## config.mk

```make
export PLATFORM = sky130hd
export DESIGN_NAME = dualport_mem_arbiter
export DESIGN_NICKNAME = d
export VERILOG_FILES = /design/src/rtl/dualport_mem_arbiter.sv
export SDC_FILE = /design/constraint.sdc
export NUM_CORES = 1
export LEC_CHECK = 0
export CORE_MARGIN = 1
export CORE_UTILIZATION = 41
export DETAILED_ROUTE_END_ITERATION = 10
export PLACE_DENSITY = 0.85
export SYNTH_ARGS = -nofsm -noshare
export SYNTH_HDL_FRONTEND = slang
export SYNTH_SLANG_ARGS = --single-unit
```

## constraint.sdc

```tcl
create_clock -name clk -period 4 [get_ports clk]
set_clock_uncertainty 0.05 [all_clocks]
set_input_delay 0.4 -clock clk [delete_from_list [all_inputs] [get_ports clk]]
set_output_delay 0.4 -clock clk [all_outputs]
set_load 0.02 [all_outputs]
```

## src/rtl/dualport_mem_arbiter.sv

```systemverilog
// ---------------------------------------------------------------------------
// dualport_mem_arbiter
//   Shares the write port and the read port of one single-clock dual-port
//   memory among NUM_REQ requesters. Independent round-robin arbiters pick
//   one writer and one reader per cycle. The winners are registered into the
//   memory command stage. Read data comes back two cycles after the grant,
//   tagged with the id of the requester that issued it.
//
// Ports
//   clk, rst_n                 clock, asynchronous active-low reset
//   wr_req/wr_addr/wr_data     per-requester write requests (packed, i at [i*W +: W])
//   wr_gnt                     one-hot write grant (combinational)
//   rd_req/rd_addr             per-requester read requests (packed)
//   rd_gnt                     one-hot read grant (combinational)
//   rd_valid/rd_id/rd_data     read response
//   mem_w_*                    registered write command to the memory
//   mem_r_en/mem_r_addr        registered read command to the memory
//   mem_r_data                 registered read data from the memory
//
// Configuration
//   WR_BYPASS_EN  when defined, a same-cycle write/read to the same memory
//                 address returns the new write data instead of the old data.
// ---------------------------------------------------------------------------
module dualport_mem_arbiter #(
  parameter  int NUM_REQ    = 4,
  parameter  int ADDR_WIDTH = 4,
  parameter  int DATA_WIDTH = 8,
  localparam int ID_W       = $clog2(NUM_REQ)
) (
  input  logic                          clk,
  input  logic                          rst_n,
  input  logic [NUM_REQ-1:0]            wr_req,
  input  logic [NUM_REQ*ADDR_WIDTH-1:0] wr_addr,
  input  logic [NUM_REQ*DATA_WIDTH-1:0] wr_data,
  output logic [NUM_REQ-1:0]            wr_gnt,
  input  logic [NUM_REQ-1:0]            rd_req,
  input  logic [NUM_REQ*ADDR_WIDTH-1:0] rd_addr,
  output logic [NUM_REQ-1:0]            rd_gnt,
  output logic                          rd_valid,
  output logic [ID_W-1:0]               rd_id,
  output logic [DATA_WIDTH-1:0]         rd_data,
  output logic                          mem_w_en,
  output logic [ADDR_WIDTH-1:0]         mem_w_addr,
  output logic [DATA_WIDTH-1:0]         mem_w_data,
  output logic                          mem_r_en,
  output logic [ADDR_WIDTH-1:0]         mem_r_addr,
  input  logic [DATA_WIDTH-1:0]         mem_r_data
);

  // First requesting index found searching ptr, ptr+1, ... modulo NUM_REQ.
  function automatic logic [NUM_REQ-1:0] rr_grant(input logic [NUM_REQ-1:0] req,
                                                  input logic [ID_W-1:0]    ptr);
    logic [NUM_REQ-1:0] gnt;
    logic               found;
    int                 idx;
    gnt   = '0;
    found = 1'b0;
    for (int k = 0; k < NUM_REQ; k++) begin
      idx = (int'(ptr) + k) % NUM_REQ;
      if (!found && req[idx]) begin
        gnt[idx] = 1'b1;
        found    = 1'b1;
      end
    end
    return gnt;
  endfunction

  function automatic logic [ID_W-1:0] onehot_to_id(input logic [NUM_REQ-1:0] oh);
    logic [ID_W-1:0] id;
    id = '0;
    for (int i = 0; i < NUM_REQ; i++) begin
      if (oh[i]) id = ID_W'(i);
    end
    return id;
  endfunction

  // Pointer moves just past the winner; explicit wrap keeps non-power-of-2
  // NUM_REQ inside 0..NUM_REQ-1.
  function automatic logic [ID_W-1:0] ptr_after(input logic [ID_W-1:0] id);
    return (id == ID_W'(NUM_REQ - 1)) ? '0 : id + 1'b1;
  endfunction

  logic [ID_W-1:0]       wr_ptr_q, wr_ptr_d;
  logic [ID_W-1:0]       rd_ptr_q, rd_ptr_d;
  logic                  mem_w_en_q, mem_w_en_d;
  logic [ADDR_WIDTH-1:0] mem_w_addr_q, mem_w_addr_d;
  logic [DATA_WIDTH-1:0] mem_w_data_q, mem_w_data_d;
  logic                  mem_r_en_q, mem_r_en_d;
  logic [ADDR_WIDTH-1:0] mem_r_addr_q, mem_r_addr_d;
  logic [ID_W-1:0]       rd_id_s1_q, rd_id_s1_d;   // id of the read in the memory stage
  logic                  rd_valid_q, rd_valid_d;
  logic [ID_W-1:0]       rd_id_q, rd_id_d;
  logic [ID_W-1:0]       wr_win, rd_win;

  // Grants are forced low while reset is asserted so no transfer is ever
  // observed by a requester during reset.
  always_comb begin
    wr_gnt = rst_n ? rr_grant(wr_req, wr_ptr_q) : '0;
    rd_gnt = rst_n ? rr_grant(rd_req, rd_ptr_q) : '0;
    wr_win = onehot_to_id(wr_gnt);
    rd_win = onehot_to_id(rd_gnt);
  end

  always_comb begin
    // NOTE: every signal assigned here gets a default first, so no path can
    // leave one unassigned and infer a latch.
    wr_ptr_d     = wr_ptr_q;
    mem_w_en_d   = |wr_gnt;
    mem_w_addr_d = mem_w_addr_q;
    mem_w_data_d = mem_w_data_q;
    rd_ptr_d     = rd_ptr_q;
    mem_r_en_d   = |rd_gnt;
    mem_r_addr_d = mem_r_addr_q;
    rd_id_s1_d   = rd_id_s1_q;
    rd_valid_d   = mem_r_en_q;
    rd_id_d      = rd_id_s1_q;
    if (|wr_gnt) begin
      wr_ptr_d     = ptr_after(wr_win);
      mem_w_addr_d = wr_addr[wr_win*ADDR_WIDTH +: ADDR_WIDTH];
      mem_w_data_d = wr_data[wr_win*DATA_WIDTH +: DATA_WIDTH];
    end
    if (|rd_gnt) begin
      rd_ptr_d     = ptr_after(rd_win);
      mem_r_addr_d = rd_addr[rd_win*ADDR_WIDTH +: ADDR_WIDTH];
      rd_id_s1_d   = rd_win;
    end
  end

  // NOTE: state registers use non-blocking assignments so every flop samples
  // the values from before the clock edge, independent of statement order.
  always_ff @(posedge clk or negedge rst_n) begin
    if (!rst_n) begin
      wr_ptr_q     <= '0;
      rd_ptr_q     <= '0;
      mem_w_en_q   <= 1'b0;
      mem_w_addr_q <= '0;
      mem_w_data_q <= '0;
      mem_r_en_q   <= 1'b0;
      mem_r_addr_q <= '0;
      rd_id_s1_q   <= '0;
      rd_valid_q   <= 1'b0;
      rd_id_q      <= '0;
    end else begin
      wr_ptr_q     <= wr_ptr_d;
      rd_ptr_q     <= rd_ptr_d;
      mem_w_en_q   <= mem_w_en_d;
      mem_w_addr_q <= mem_w_addr_d;
      mem_w_data_q <= mem_w_data_d;
      mem_r_en_q   <= mem_r_en_d;
      mem_r_addr_q <= mem_r_addr_d;
      rd_id_s1_q   <= rd_id_s1_d;
      rd_valid_q   <= rd_valid_d;
      rd_id_q      <= rd_id_d;
    end
  end

  assign mem_w_en   = mem_w_en_q;
  assign mem_w_addr = mem_w_addr_q;
  assign mem_w_data = mem_w_data_q;
  assign mem_r_en   = mem_r_en_q;
  assign mem_r_addr = mem_r_addr_q;
  assign rd_valid   = rd_valid_q;
  assign rd_id      = rd_id_q;

`ifdef WR_BYPASS_EN
  // A write and a read hitting the same address in the memory stage: the
  // memory returns the old word, so remember the new word and substitute it
  // when that read's data appears in the next cycle.
  logic                  byp_hit_q, byp_hit_d;
  logic [DATA_WIDTH-1:0] byp_data_q, byp_data_d;

  always_comb begin
    byp_hit_d  = mem_w_en_q & mem_r_en_q & (mem_w_addr_q == mem_r_addr_q);
    byp_data_d = byp_hit_d ? mem_w_data_q : byp_data_q;
  end

  always_ff @(posedge clk or negedge rst_n) begin
    if (!rst_n) begin
      byp_hit_q  <= 1'b0;
      byp_data_q <= '0;
    end else begin
      byp_hit_q  <= byp_hit_d;
      byp_data_q <= byp_data_d;
    end
  end

  assign rd_data = byp_hit_q ? byp_data_q : mem_r_data;
`else
  assign rd_data = mem_r_data;
`endif

endmodule

```

==> results.toml, run 1 <==
[status]
outcome = "completed"

[worst_setup_path]
worstPathArrival_ns = 3.34
reg2reg_from = "wr_ptr_q[1]"
end_kind = "output pin"
critical_path_class = "flop to output pin"
required_ns = 3.55
r2r_setup_slack_ns = 0.51
r2r-end = "mem_w_data[0]"
crit_end = "rd_gnt[2]"
crit_start = "rd_ptr_q[1]"
crit_fanout = 8
ff2ff_path_depth = 9
start_kind = "flop"

[flow_run]
max_cap_violations = 0

[synth]
synth_cells = 261
avgSynthCellArea_sq_um = 9.40
synth_edf_count = 0
syn_area_sq_um = 2450
netlist_top_cells_area = "dfrtp_1 (28%), ha_1 (8.2%), o221ai_1 (4.6%)"
synth-async-reset-ratio_pct = 100
synth.yosys.seq_area_share_pct = 27.6
yosysTopAreaCell = "dfrtp_1"
ys_warn_count = 0
synthesis.nets = 359
ys_ff_latch = 27
synth_ff_type = "dfrtp_1"
synth.top_cell.area_share_pct = 27.6
synth_cell_types = 55

[die]
coreArea_sq_um = 5640
rows = 27
die_h_microns = 79.3
die_x_microns = 79.3
pin_count = 119
initial_core_util_pct = 43.5
dieArea_sq_um = 6290

[power_and_ir_drop]
leakage_nw = 1.41
ir_drop_mv = 0.416
p_per_area_nw_per_um2 = 797

[layout]
drive_gt1_share_pct = 10.6
final_util_pct = 62.8
syn2layout_area_growth_pct = 44.4
multiInputGateArea_sq_um = 1550
fin_area_sq_um = 3540
num_antenna_cells = 0
nNetsFinal = 449
ff_latch_area_sq_um = 676
fillers = 466

[clocking]
cts_tree = "done"
cts_made_buffers = 3
clk_path_buf_depth = 2
post_cts_buffers = 0
cts_repair_resize_count = 0
root_buffer = "clkbuf_8"
cts.sinks = 27
worstSkewPairLatency_ns = 0.28
cts-htree-levels = 1
cts_hold_buf = 0
clk_pin_slew_ns = 0.10

[global_routing]
grt_pass1_wl_mm = 10.8
grt_pass1_vias = 2309
grt_start_max_net_pins = 26
overflow = 0
groute.usage.overall_pct = 22.0
antenna_found_initial = 0

[timing]
setup_viol = 0
tns_ns = 0
fmax_ghz = 0.264
maxSlewHeadroom_pct = 61.6
maxSlewViolCount = 0
hold_viol = 0
rsz0062_at_grt = "no"
min_period_ns = 3.79
fin_crit_sh_pct = 94.6
tightest_slew_ns = 0.571

[detailed_routing]
detail_route.wl_per_cell_microns = 16.6
via_per_inst = 5.85
dr.pass1.iters = 4
finalWirelength_mm = 7.01
num_vias = 2467
drc = 0
drtAntennaViolNets = 0
first_iter_violations = 74

[placement]
placed_area_sq_um = 3480
hpwl_mm = 5.48
gp_congestion = 1.00
io_buffers = 102

[worst_hold_path]
hold_class = "primary input to asynchronous set/reset pin"
[sequential cells by signal (all words and copies together) (netlist names)]
signal	flops
mem_w_en	1
mem_w_data	8
mem_r_en	1
mem_w_addr	4
rd_id	2
rd_valid	1
mem_r_addr	4
rd_id_d	2
rd_ptr_q	2
wr_ptr_q	2
[how the worst min path moves through the flow]
stage | startpoint | cells past startpoint | end | slack, ns
CTS | rst_n | 1 | mem_w_en | 0.04
global placement | mem_r_en | 0 | rd_valid | 0.31
floorplan | rst_n | 0 | mem_r_addr[0] | 0.05
global route | rst_n | 1 | mem_r_en | 0.05
finish | rst_n | 1 | rd_ptr_q[0] | 0.02
detailed placement | rd_id_d[1] | 0 | rd_id[1] | 0.32
[synth_stat cells, drive strengths merged, types with 5 or more instances]
cell type   n
o221ai     13
a221oi      9
a22oi       5
inv        25
clkbuf     11
mux2i       7
nand2      13
o22ai      14
nor2       10
dfrtp      27
o21ai      12
and4       12
buf        15
ha         16
a211oi     12
a21oi      11
[where the power goes]
| group | leakage (nW) | switching, W | internal (W) |
|---|---|---|---|
| logic | 1.06 | 0.00119 | 0.000957 |
| registers | 0.323 | 0.0000840 | 0.000425 |
| clock network | 0.0217 | 0.0000909 | 0.0000707 |
| total | 1.41 | 0.00137 | 0.00145 |
[kinds of logic (layout without fill, tap and decap cells)]
kind of cell	after synthesis	count (layout)	synth area share, %
flip-flops	27	27	27.6
adder cells (fa/ha/maj)	16	16	8.16
AO/OA/AOI/OAI	90	90	29.8
buffers and inverters	51	140	9.64
multiplexers	13	13	7.45
AND/OR/NAND/NOR	64	64	17.4
[critical path, cell delays in order (launching register included)]
cell             delay (ns)
dfrtp_1                0.48
inv_1                  0.16
ha_1                   0.55
nand4b_1               0.15
o32ai_1                0.45
o21ai_1                0.24
a31oi_4                0.36
clkdlybuf4s50_1        0.67
[metal layers]
metal	share of wire [%]	GRT usage, %	routed length [microns]
met5	0	0	0
met4	1.4	6.55	95
met3	6.6	4.25	465
met2	52	40.9	3620
met1	40	25.1	2820
[placed cells by master (no fill, tap or decap), types with 2 or more instances in the layout]
| master | n |
|---|---|
| a31oi_4 | 2 |
| clkbuf_8 | 3 |
| nand3b_1 | 2 |
| o22ai_1 | 14 |
| and4_1 | 12 |
| nor2b_1 | 3 |
| nand3_1 | 2 |
| nor3b_1 | 3 |
| a221oi_1 | 6 |
| a221oi_2 | 2 |
| a22oi_1 | 3 |
| nand2b_1 | 3 |
| nand4_1 | 3 |
| dfrtp_1 | 27 |
| buf_4 | 9 |
| mux2i_1 | 7 |
| ha_1 | 16 |
| nand2_1 | 13 |
| a22oi_2 | 2 |
| inv_1 | 25 |
| a21oi_1 | 11 |
| o21ai_0 | 9 |
| mux2_2 | 2 |
| a211oi_1 | 12 |
| nor2_1 | 10 |
| o21ai_1 | 2 |
| o221ai_1 | 13 |
| a221o_1 | 4 |
| clkdlybuf4s50_1 | 101 |
| mux4_2 | 4 |
[per-stage QoR]
step / power (W) / hold WS (ns) / worst slack, ns / cells
5_1_grt: 0.00303 / 0.0535 / 0.00368 / 422
2_1_floorplan: 0.00196 / 0.0544 / 0.693 / 261
3_3_place_gp: 0.00258 / 0.308 / 0.416 / 418
3_5_place_dp: 0.00266 / 0.317 / 0.390 / 418
4_1_cts: 0.00282 / 0.0364 / 0.125 / 422
6_report: 0.00282 / 0.0191 / 0.214 / 422
[cell type report]
type                            instances  area share, %
Multi-Input combinational cell        183           43.7
Timing Repair Buffer                  111           30.6
Sequential cell                        27           19.1
Inverter                               25           2.65
Tap cell                               72           2.54
Clock buffer                            3           1.17
Clock inverter                          1          0.212
Power figures use the tool's default switching activity.
==> run 2, diff against run 1 <==
--- a/config.mk
+++ b/config.mk
@@ -9,6 +9,7 @@
 export CORE_UTILIZATION = 41
 export DETAILED_ROUTE_END_ITERATION = 10
 export PLACE_DENSITY = 0.85
+export SLEW_MARGIN = 40
 export SYNTH_ARGS = -nofsm -noshare
 export SYNTH_HDL_FRONTEND = slang
 export SYNTH_SLANG_ARGS = --single-unit
==> results of run 2 <==
The final DEF is identical to that of run 1; final timing and power are the same.
